<file path="src/rtl/prog_loader_pkg.sv">
// Shared types and constants for the program loader and its word store.
package prog_loader_pkg;

   localparam int              WORD_W    = 12;
   localparam int              ADDR_W    = 8;
   localparam logic [WORD_W-1:0] STOP_WORD = 12'h300;

   typedef enum logic [2:0] {
      IDLE,
      HDR,
      LO,
      HI,
      CHK,
      RUN,
      ERR
   } state_e;

endpackage

</file>
<file path="src/rtl/prog_ram.sv">
// Program word store: one synchronous write port, one asynchronous read port.
module prog_ram
   import prog_loader_pkg::*;
#(
   parameter int DEPTH = 256
) (
   input  logic              clk,
   input  logic              we_i,
   input  logic [ADDR_W-1:0] waddr_i,
   input  logic [WORD_W-1:0] wdata_i,
   input  logic [ADDR_W-1:0] raddr_i,
   output logic [WORD_W-1:0] rdata_o
);

   logic [WORD_W-1:0] mem_q [DEPTH];

   // No reset: unloaded words are masked downstream by the committed count.
   always_ff @(posedge clk) begin
      if (we_i) mem_q[waddr_i] <= wdata_i;
   end

   assign rdata_o = mem_q[raddr_i];

endmodule

</file>
<file path="src/rtl/prog_loader.sv">
// Byte-stream program loader: header, word pairs, XOR checksum, then releases
// the processor from reset and serves instruction fetches from the store.
//
//   state | meaning
//   IDLE  | after reset, waiting for start
//   HDR   | expecting header byte N (0 = 256 words)
//   LO    | expecting low byte of next word
//   HI    | expecting high byte (upper nibble must be zero), writes word
//   CHK   | expecting checksum byte
//   RUN   | load committed, processor out of reset
//   ERR   | last load failed, processor held in reset
module prog_loader
   import prog_loader_pkg::*;
#(
   parameter int                DEPTH     = 256,
   parameter logic [WORD_W-1:0] STOP_WORD = prog_loader_pkg::STOP_WORD
) (
   input  logic              clk,
   input  logic              reset_n,
   input  logic              start,
   input  logic [7:0]        byte_in,
   input  logic              byte_valid,
   output logic              byte_ready,
   input  logic [ADDR_W-1:0] progaddr,
   output logic [WORD_W-1:0] prog,
   output logic              core_reset,
   output logic [ADDR_W-1:0] loaded,
   output logic              full_flag,
   output logic              err
);

   state_e            state_q, state_d;
   logic [ADDR_W-1:0] wptr_q, wptr_d;
   logic [7:0]        count_q, count_d;
   logic [7:0]        lo_q, lo_d;
   logic [7:0]        cs_q, cs_d;
   logic [ADDR_W-1:0] loaded_q, loaded_d;
   logic              full_q, full_d;
   logic              err_q, err_d;
   logic              xfer;
   logic              we;
   logic [WORD_W-1:0] rdata;

   always_ff @(posedge clk or negedge reset_n) begin
      if (!reset_n) begin
         state_q  <= IDLE;
         wptr_q   <= '0;
         count_q  <= '0;
         lo_q     <= '0;
         cs_q     <= '0;
         loaded_q <= '0;
         full_q   <= 1'b0;
         err_q    <= 1'b0;
      end else begin
         state_q  <= state_d;
         wptr_q   <= wptr_d;
         count_q  <= count_d;
         lo_q     <= lo_d;
         cs_q     <= cs_d;
         loaded_q <= loaded_d;
         full_q   <= full_d;
         err_q    <= err_d;
      end
   end

   assign byte_ready = (state_q == HDR) || (state_q == LO) ||
                       (state_q == HI)  || (state_q == CHK);
   assign xfer       = byte_valid && byte_ready;

   always_comb begin
      state_d  = state_q;
      wptr_d   = wptr_q;
      count_d  = count_q;
      lo_d     = lo_q;
      cs_d     = cs_q;
      loaded_d = loaded_q;
      full_d   = full_q;
      err_d    = err_q;
      we       = 1'b0;
      // start outranks any byte offered in the same cycle
      if (start) begin
         state_d  = HDR;
         wptr_d   = '0;
         cs_d     = '0;
         loaded_d = '0;
         full_d   = 1'b0;
         err_d    = 1'b0;
      end else if (xfer) begin
         case (state_q)
            HDR: begin
               count_d = byte_in;
               cs_d    = byte_in;
               state_d = LO;
            end
            LO: begin
               lo_d    = byte_in;
               cs_d    = cs_q ^ byte_in;
               state_d = HI;
            end
            HI: begin
               if (byte_in[7:4] != 4'h0) begin
                  state_d = ERR;
                  err_d   = 1'b1;
               end else begin
                  we      = 1'b1;
                  wptr_d  = wptr_q + 8'd1;
                  cs_d    = cs_q ^ byte_in;
                  // count of 0 means 256, so the last word lands at wptr 255
                  state_d = (wptr_q == count_q - 8'd1) ? CHK : LO;
               end
            end
            CHK: begin
               if (byte_in == cs_q) begin
                  loaded_d = count_q;
                  full_d   = (count_q == 8'd0);
                  state_d  = RUN;
               end else begin
                  state_d = ERR;
                  err_d   = 1'b1;
               end
            end
            default: ;
         endcase
      end
   end

   prog_ram #(.DEPTH(DEPTH)) u_ram (
      .clk     (clk),
      .we_i    (we),
      .waddr_i (wptr_q),
      .wdata_i ({byte_in[3:0], lo_q}),
      .raddr_i (progaddr),
      .rdata_o (rdata)
   );

   assign prog       = (full_q || (progaddr < loaded_q)) ? rdata : STOP_WORD;
   assign core_reset = (state_q != RUN);
   assign loaded     = loaded_q;
   assign full_flag  = full_q;
   assign err        = err_q;

endmodule

</file>
<file path="config.mk">
export PLATFORM = sky130hd
export DESIGN_NAME = prog_loader
export DESIGN_NICKNAME = d
export VERILOG_FILES = /design/src/rtl/prog_loader_pkg.sv /design/src/rtl/prog_ram.sv /design/src/rtl/prog_loader.sv
export SDC_FILE = /design/constraint.sdc
export NUM_CORES = 2
export LEC_CHECK = 0
export CORE_ASPECT_RATIO = 0.9
export CORE_MARGIN = 2
export CORE_UTILIZATION = 28
export CTS_CLUSTER_SIZE = 16
export DETAILED_ROUTE_END_ITERATION = 10
export PLACE_DENSITY_LB_ADDON = 0.12
export SLEW_MARGIN = 20
export SYNTH_ARGS = -nofsm -noshare
export SYNTH_HDL_FRONTEND = slang
export SYNTH_HIERARCHICAL = 1
export SYNTH_SLANG_ARGS = --single-unit
export TNS_END_PERCENT = 10
</file>
<file path="constraint.sdc">
create_clock -name clk -period 3.8 [get_ports clk]
set_input_delay 0.38 -clock clk [delete_from_list [all_inputs] [get_ports clk]]
set_output_delay 0.38 -clock clk [all_outputs]
set_load 0.05 [all_outputs]
</file>
==> summary.md <==
| Metric | Value |
|---|---|
| Number of buffers inserted by post-CTS setup repair | 0 |
| Post-DR vias/cell | 4.88 |
| Placed wire-length estimate after detailed placement | around 250000 µm |
| Main flop type after synthesis | sky130_fd_sc_hd__edfxtp_1 |
| Number of register bits inferred by synthesis | 3117 |
| EDFF count, synth | 3072 |
| Largest vdd supply drop | between 300 and 400 µV |
| Fill count | 40800 |
| Area delta synth->final | 22.4% |
| P_leak | roughly 48 nW |
| Count of clock tree sinks | 3117 |
| Number of detailed-routing iterations run before antenna repair | 5 |
| Internal power component | a little over 0.06 W |
| Async set-reset flop share out of synthesis | around 1.4% |
| Number of antenna violations at the first check in global routing | 23 |
| WP data arrival | ~3.7 ns |
| X dimension of the die | about 700 µm |
| Net count of the mapped netlist | approximately 5800 |
| Status | finished, violations left |
| Nature of the critical path endpoint | output port |
| Power density over cell area | 535 nW/µm² |
| Launching element type of the critical path | input port |
| Largest net degree at the start of global routing | ~140 |
| FMAX | 0.243 GHz |
| Yosys Warn Count | 6 |
| Setup CP Type | input port to output port |
| # nets final | 6874 |
| Combinational share of power | 8.0% |
| Total count of hold-check failures in the final report | 0 |
| RSZ-0062 raised after global routing | true |
| Tightest Pin Transition | ~1.0 ns |
| Total via count after detailed routing | 63000 |
| TritonCTS clock tree | yes |
| Number of buffers created by CTS | 351 |
| Cell area after synthesis | 121000 µm² |
| Max transition margin | 30.1% |
| Bufs on Longest Clock Path | 4 |
| Synthesized netlist cell count | 5763 |
| I/O pin cnt | 44 |
| Highest fanout seen on the critical path | 16 |
| Average size of a mapped cell | about 21 µm² |
| Switching portion of total power | 23.7% |
| Global-route wire length before repair | 536000 µm |
| WL per Instance | about 30 µm |
| Die boundary height | 628 µm |
| Synth unique cells | 73 |
| Clock network latency to the later pin of the worst-skew pair | 0.95 ns |
| DRC violation count after routing | 0 |
| Post-layout worst setup margin | -0.309 ns |
| Max-capacitance violation count | 0 |
| Multi-input gate area in the final layout | 26200 µm² |
| Count of endpoints failing setup in the final report | 12 |
| Vias in the first global route | 64100 |
| Final period utilization | 108% |
| DIE AREA | 438000 µm² |
| Number of cells in the design after placement | 12300 |
| Proportion of synthesized chip area in sequential cells | 77.1% |
| Fraction of final layout cells sized beyond drive strength 1 | around a third |
| Launching instance or port of the critical path | progaddr[2] |
| Remaining number of nets flagged by the antenna check after routing | 0 |
| CTS Root Cell | sky130_fd_sc_hd__clkbuf_16 |
| Critical Path RT | around 3.4 ns |
| Net switching power | between 0.015 and 0.02 W |
| Area used by sequential logic in the layout | between 90000 and 100000 µm² |
| Iteration-0 DRC Markers | ~6400 |
| Core Region | 432000 µm² |
| Clock network power share | 41.1% |
| GR Util All Layers | about 17% |
| Total Routed Length | roughly 400000 µm |
| Largest clock skew in the final design | between 0.03 and 0.04 ns |
| Port-buffer cells | 43 |
| Max-slew violation count | 0 |
| GRT overflow | 0 |
| Path type of the worst min-delay path | input port to asynchronous set/reset pin |
| Finished Layout Cells | around 13000 |
| Failing checks | setup timing |
| Clock period minus worst slack | 4.11 ns |
| Worst flop-to-flop path startpoint | state_q[0] |
| Total Power | roughly 0.079 W |
| Placement row count | 229 |
| Fraction of power consumed by sequential logic | 50.9% |
| Clock transition at path regs | approximately 0.060 ns |
| Global placer's final weighted congestion | 0.797 |
| CTS H-Tree Depth | 5 |
| Starting utilization of the core area | between 20% and 30% |
## registers in the layout, indices dropped and copies added (netlist names)
register	count
wptr_q	8
count_q	8
full_flag	1
lo_q	8
u_ram/mem_q	3072
loaded	8
state_q	3
cs_q	8
err	1
## cell usage after synthesis, drive strengths merged (14+ instances only)
cell type  instances  area share (%)
xor2              15            0.11
nand2             60            0.19
a21oi            134            0.55
nand4             17           0.088
nor4              37            0.21
nor3              40            0.17
nor2b             41            0.21
a22oi            216             1.3
a221oi            20            0.15
mux2i            223             1.8
nand3             40            0.17
clkbuf           162            0.50
o22ai             88            0.45
o21ai             47            0.19
a31oi             19           0.098
inv               14           0.043
and3              18           0.093
a22o              29            0.21
o221ai            55            0.41
xnor2             16            0.12
a211oi            20            0.12
mux4             636              12
mux2              51            0.47
buf              187             1.3
edfxtp          3072              76
nor2             319             1.0
dfrtp             45            0.93
## worst max-delay path, cell delays in order
cell and delay [ns]:
sky130_fd_sc_hd__buf_4 0.18, sky130_fd_sc_hd__buf_4 0.20, sky130_fd_sc_hd__buf_4 0.24, sky130_fd_sc_hd__nand2_1 0.50
sky130_fd_sc_hd__nor2_1 0.11, sky130_fd_sc_hd__buf_4 0.19, sky130_fd_sc_hd__a32oi_2 0.22, sky130_fd_sc_hd__nand4_1 0.40
sky130_fd_sc_hd__nor3_4 0.48, sky130_fd_sc_hd__nor4_2 0.06, sky130_fd_sc_hd__nand3b_1 0.34, sky130_fd_sc_hd__buf_4 0.25
sky130_fd_sc_hd__buf_12 0.14
## metal layers
metal	part of all wire (%)	up-vias	wire, µm	global-route usage [%]
met3	5.4	401	21100	2.58
li1	-	26500	-	-
met2	45	1669	177000	27.2
met1	47	34500	185000	26.1
met4	1.9	0	7240	3.13
met5	0	-	0	0
## through the flow
step	setup TNS [ns]	hold slack, ns	util, %	cell area (µm²)	setup WS [ns]
3_5_place_dp	-5.17	0.496	31.6	137000	-0.909
6_report	-1.33	0.0927	34.3	148000	-0.309
2_1_floorplan	0	0.0844	-	121000	0.454
5_1_grt	-3.08	0.109	34.3	148000	-0.394
3_3_place_gp	-5.32	0.491	31.6	137000	-0.970
4_1_cts	-2.80	0.0200	34.3	148000	-0.374
## power groups by stage
stage | combinational [W] | clock (W) | sequential (W)
6_report | 0.00636 | 0.0326 | 0.0403
5_1_grt | 0.00678 | 0.0347 | 0.0404
4_1_cts | 0.00651 | 0.0335 | 0.0404
3_5_place_dp | 0.00642 | 0 | 0.0411
3_3_place_gp | 0.00629 | 0 | 0.0411
2_1_floorplan | 0.00200 | 0 | 0.0416
## layout by cell type (no fill, tap or decap), types with 61 or more instances in the layout
| cell type | count |
|---|---|
| sky130_fd_sc_hd__a21oi_1 | 128 |
| sky130_fd_sc_hd__a22oi_1 | 199 |
| sky130_fd_sc_hd__buf_12 | 165 |
| sky130_fd_sc_hd__buf_4 | 870 |
| sky130_fd_sc_hd__clkbuf_1 | 71 |
| sky130_fd_sc_hd__clkbuf_16 | 360 |
| sky130_fd_sc_hd__clkinv_1 | 87 |
| sky130_fd_sc_hd__clkinv_2 | 61 |
| sky130_fd_sc_hd__edfxtp_1 | 3072 |
| sky130_fd_sc_hd__mux2i_1 | 223 |
| sky130_fd_sc_hd__mux4_2 | 636 |
| sky130_fd_sc_hd__nor2_1 | 315 |
| sky130_fd_sc_hd__o22ai_1 | 85 |
## layout make-up
cell class                      instances  share of cell area, %
Antenna cell                           14                 0.0236
Sequential cell                      3117                   63.1
Tap cell                             5775                   4.88
Timing Repair Buffer                 1078                   7.01
Clock inverter                        188                   1.02
Multi-Input combinational cell       2282                   17.7
Inverter                               15                 0.0380
Clock buffer                          433                   6.28
## worst paths after layout
check / slack [ns] / endpoint / cells past startpoint
min in group clk: 0.25 / lo_q[7] / 3
max reg2reg: 0.98 / u_ram/mem_q[82][6] / 9
min: 0.09 / cs_q[2] / 2
max: -0.31 / prog[8] / 13
min reg2reg: 0.51 / err / 2
max in group asynchronous: 2.96 / lo_q[2] / 3
## timing repair
action                     4_1_cts  5_1_grt
pin swaps                       21        5
resized for setup               92       22
cloned                           1        0
setup endpoints to repair       12       12
hold endpoints to repair       119        0
hold buffers                     5        0
## kinds of logic after synthesis
kind of cell	Yosys count	share of synthesized area, %
AO/OA/AOI/OAI	685	3.93
XOR/XNOR	31	0.224
adder cells (fa/ha/maj)	9	0.0930
buffers and inverters	364	1.87
flip-flops	3117	77.1
multiplexers	910	14.2
AND/OR/NAND/NOR	647	2.60
Note: power is estimated with default switching activity, not from simulation.
